$ cat src/rtl/lc3_writeback.sv
// lc3_writeback: writeback stage. Selects the result (ALU, memory or PC), writes it into the
//   register file, updates the {N,Z,P} condition codes and raises a one-cycle retire strobe.
// Latency: RF/psr are visible one cycle after the commit edge. wb_* are registered at that edge.
//   Read ports are combinational, with optional same-cycle forwarding of the write.
// Backpressure: none. Every enabled, legal cycle commits. An illegal select sets a sticky error.
// Ports: clock, reset (sync, active-low); enable_writeback, W_Control_in, aluout, pcout,
//   memout and dr carry the write. sr1/sr2 -> VSR1/VSR2 are the read ports. psr holds the
//   condition codes. wb_valid/wb_dr/wb_data form the retire strobe. wb_err is the sticky error.

module lc3_writeback #(
   parameter int DATA_W = 16,
   parameter int NREG   = 8,
   parameter int BYPASS = 1
) (
   input  logic              clock,
   input  logic              reset,
   input  logic              enable_writeback,
   input  logic [1:0]        W_Control_in,
   input  logic [DATA_W-1:0] aluout,
   input  logic [DATA_W-1:0] pcout,
   input  logic [DATA_W-1:0] memout,
   input  logic [2:0]        dr,
   input  logic [2:0]        sr1,
   input  logic [2:0]        sr2,
   output logic [DATA_W-1:0] VSR1,
   output logic [DATA_W-1:0] VSR2,
   output logic [2:0]        psr,
   output logic              wb_valid,
   output logic [2:0]        wb_dr,
   output logic [DATA_W-1:0] wb_data,
   output logic              wb_err
);

   logic [DATA_W-1:0] rf [NREG];
   logic [DATA_W-1:0] wb_val;
   logic [2:0]        psr_nxt;
   logic              commit;
   logic              illegal;

   assign commit  = enable_writeback && (W_Control_in != 2'd3);
   assign illegal = enable_writeback && (W_Control_in == 2'd3);

   always_comb begin
      wb_val = '0;
      case (W_Control_in)
         2'd0:    wb_val = aluout;
         2'd1:    wb_val = memout;
         2'd2:    wb_val = pcout;
         default: wb_val = '0;   // illegal select: never committed or forwarded
      endcase
   end

   // Exactly one of N, Z, P is set for any value.
   assign psr_nxt = {wb_val[DATA_W-1],
                     (wb_val == '0),
                     (!wb_val[DATA_W-1] && (wb_val != '0))};

   // Each read port forwards independently, so dr == sr1 == sr2 gives both ports the same value.
   assign VSR1 = ((BYPASS != 0) && commit && (sr1 == dr)) ? wb_val : rf[sr1];
   assign VSR2 = ((BYPASS != 0) && commit && (sr2 == dr)) ? wb_val : rf[sr2];

   always_ff @(posedge clock) begin
      if (!reset) begin
         for (int i = 0; i < NREG; i++) begin
            rf[i] <= '0;
         end
         psr      <= 3'b010;
         wb_valid <= 1'b0;
         wb_dr    <= '0;
         wb_data  <= '0;
         wb_err   <= 1'b0;
      end else begin
         wb_valid <= commit;
         if (commit) begin
            rf[dr]  <= wb_val;
            psr     <= psr_nxt;
            wb_dr   <= dr;
            wb_data <= wb_val;
         end
         if (illegal) begin
            wb_err <= 1'b1;
         end
      end
   end

endmodule

$ cat config.mk
export PLATFORM = sky130hd
export DESIGN_NAME = lc3_writeback
export DESIGN_NICKNAME = d
export VERILOG_FILES = /design/src/rtl/lc3_writeback.sv
export SDC_FILE = /design/constraint.sdc
export NUM_CORES = 1
export LEC_CHECK = 0
export BUFFER_PORTS_ARGS = -buffer_cell sky130_fd_sc_hd__buf_2
export CAP_MARGIN = 25
export CORE_UTILIZATION = 40
export DETAILED_ROUTE_END_ITERATION = 8
export RECOVER_POWER = 25
export SKIP_CTS_REPAIR_TIMING = 1
export SLEW_MARGIN = 20
export SYNTH_ARGS = -nofsm -noshare
export SYNTH_HDL_FRONTEND = slang
export SYNTH_SLANG_ARGS = --single-unit
$ cat constraint.sdc
create_clock -name clock -period 2.8 [get_ports clock]
set_input_delay 0 -clock clock [delete_from_list [all_inputs] [get_ports clock]]
set_output_delay 0 -clock clock [all_outputs]
set_load 0.01 [all_outputs]
==> results.json <==
{
  "synthDistinctLibCells": 30,
  "p_int_mw": 4.32,
  "synthArstFlopShare": 0,
  "layout.cells.most_common": "nor2_1",
  "p_leak_nw": 3.69,
  "wl_per_cell_um": 21.7,
  "final_core_util": 0.483,
  "h-tree-depth": 4,
  "grt_max_degree": 34,
  "design.die.area_um2": 21100,
  "arrival_ps": 2340,
  "slew_headroom": 0.203,
  "io_buffers": 117,
  "startpoint_type": "input port",
  "combPwrFrac": 0.168,
  "clk_latency_ps": 430,
  "via_per_inst": 5.65,
  "skew_ps": 0,
  "ys_ff_latch": 151,
  "synth_edf_count": 128,
  "setup_viol": 0,
  "std_cell_rows": 52,
  "antenna_found_initial": 0,
  "n_antenna_cell": 0,
  "syn2layout_area_growth_pct": 18.7,
  "ant_nets": 0,
  "p_clk_frac": 0.375,
  "grt.overflow.total": 0,
  "whs_ps": -34.3,
  "dieWidth_um": 145,
  "synth-main-ff-cell": "edfxtp_1",
  "p_seq_frac": 0.457,
  "cp_max_fo": 27,
  "worstSetupPathType": "input port to flop",
  "peakVddDrop_mv": 0.397,
  "mostFrequentLayoutCells": "131 x nor2_1, 128 x edfxtp_1, 93 x buf_2",
  "core_area_um2": 20200,
  "die_y_um": 145,
  "gp_congestion": 0.812,
  "violations": "negative hold slack",
  "p_per_area_nw_per_um2": 594,
  "yosysWarningCount": 0,
  "initial_core_util": 0.407,
  "fin_tns_setup_ps": 0,
  "hold_viol": 1,
  "grt_pass1_wl_um": 35300,
  "worstMarginPinSlew_ps": 1190,
  "grt_usage": 0.226,
  "cts_root_buf": "clkbuf_16",
  "final_nets": 842,
  "status": "complete, but fails checks",
  "rsz0062_at_grt": "false",
  "syn_inst": 664,
  "clock-sinks": 151,
  "clkTransAtPathRegs_ps": 60,
  "syn_area_um2": 8220,
  "drive_above_1_share": 0.320,
  "clock.fmax_mhz": 445,
  "wirelength_um": 23100,
  "dr_total_vias": 6011,
  "p_sw_mw": 1.48,
  "syn_nets": 726,
  "cts_buffer_depth": 2,
  "hpwl_um": 14900,
  "first_global_vias": 6287,
  "min_path_type": "input port to flop",
  "crit_required_ps": 2900,
  "drt_iter0_drc": 635,
  "io_pins": 118,
  "ys_seq_area_frac": 0.524,
  "syn_avg_cell_area_um2": 12.4,
  "fin_crit_sh": 0.803,
  "drc_errors": 0,
  "p_sw_frac": 0.255,
  "endpoint_kind": "flop",
  "drv_cap": 0,
  "maxSlewViolCount": 0,
  "period_minus_slack_ps": 2250,
  "cts_tree": "done",
  "cts_buffers": 17,
  "drtPass1Iterations": 5
}
-- flip-flops by register name, indices dropped and copies added, names as in the netlist --
name	flops
psr	3
rf	128
wb_data	15
wb_dr	3
wb_err	1
wb_valid	1
-- power groups by stage --
| stage | sequential [mW] | combinational, mW | clock (mW) |
|---|---|---|---|
| 2_1_floorplan | 2.67 | 0.627 | 0 |
| 3_5_place_dp | 2.69 | 0.976 | 0 |
| 5_1_grt | 2.66 | 1.05 | 2.29 |
| 4_1_cts | 2.64 | 0.981 | 2.19 |
| 6_report | 2.65 | 0.974 | 2.17 |
| 3_3_place_gp | 2.68 | 0.966 | 0 |
-- Yosys cell counts, types with 5 or more instances --
cell type	n	area share
buf_6	5	0.0069
nor2_1	131	0.060
nand2_1	86	0.039
mux2i_1	24	0.029
dfxtp_1	23	0.056
mux2_2	32	0.044
a2bb2oi_1	11	0.012
mux4_2	64	0.18
a21boi_1	11	0.010
xnor2_1	6	0.0064
clkbuf_1	53	0.024
edfxtp_1	128	0.47
a2bb2oi_2	5	0.0091
buf_1	5	0.0023
nand4_1	7	0.0053
o21ai_1	40	0.024
buf_2	7	0.0043
o211a_1	8	0.0097
-- logic make-up after synthesis --
group / after synthesis / synth area share
buffers and inverters: 74 / 0.0408
AND/OR/NAND/NOR: 235 / 0.113
multiplexers: 120 / 0.249
AO/OA/AOI/OAI: 78 / 0.0678
XOR/XNOR: 6 / 0.00640
flip-flops: 151 / 0.524
-- worst paths after layout --
kind / from / endpoint / slack, ps / depth (start not counted)
worst max-delay path: reset / rf[3][12] / 550 / 6
worst min-delay path: memout[6] / wb_data[6] / -30 / 5
worst max register to register: wb_dr[2] / wb_dr[2] / 1680 / 3
worst min register to register: wb_data[6] / wb_data[6] / 470 / 2
-- per-stage QoR --
step	setup WS (ps)	cell area [µm²]	total power, mW	instances
after floorplan	785	8220	3.30	664
after global placement	638	9150	3.64	1020
after detailed placement	619	9150	3.67	1020
after CTS	825	9700	5.81	1052
after global routing	431	9750	6.00	1063
final	552	9750	5.79	1063
-- per-layer routing --
layer  track usage  routed length, µm  vias up
li1              -                  -     2686
met1         0.283               9500     2993
met2         0.382              11400      291
met3        0.0415               1590       41
met4        0.0984                562        0
met5             0                  0        -
-- final cells by class --
class	count	area, µm²
inverters	1	3.75
well taps	270	338
flip-flops and latches	151	4300
clock buffers	20	437
multi-input cells	439	3580
repair buffers	170	977
fillers	1873	10400
clock inverters	12	110
-- critical path: stages --
cell and delay [ps]:
dlygate4sd3_1 520, buf_2 190, clkbuf_1 900, nand4_1 230
nand2_1 130, buf_4 330
No activity file was read; power rests on OpenSTA's default activity.
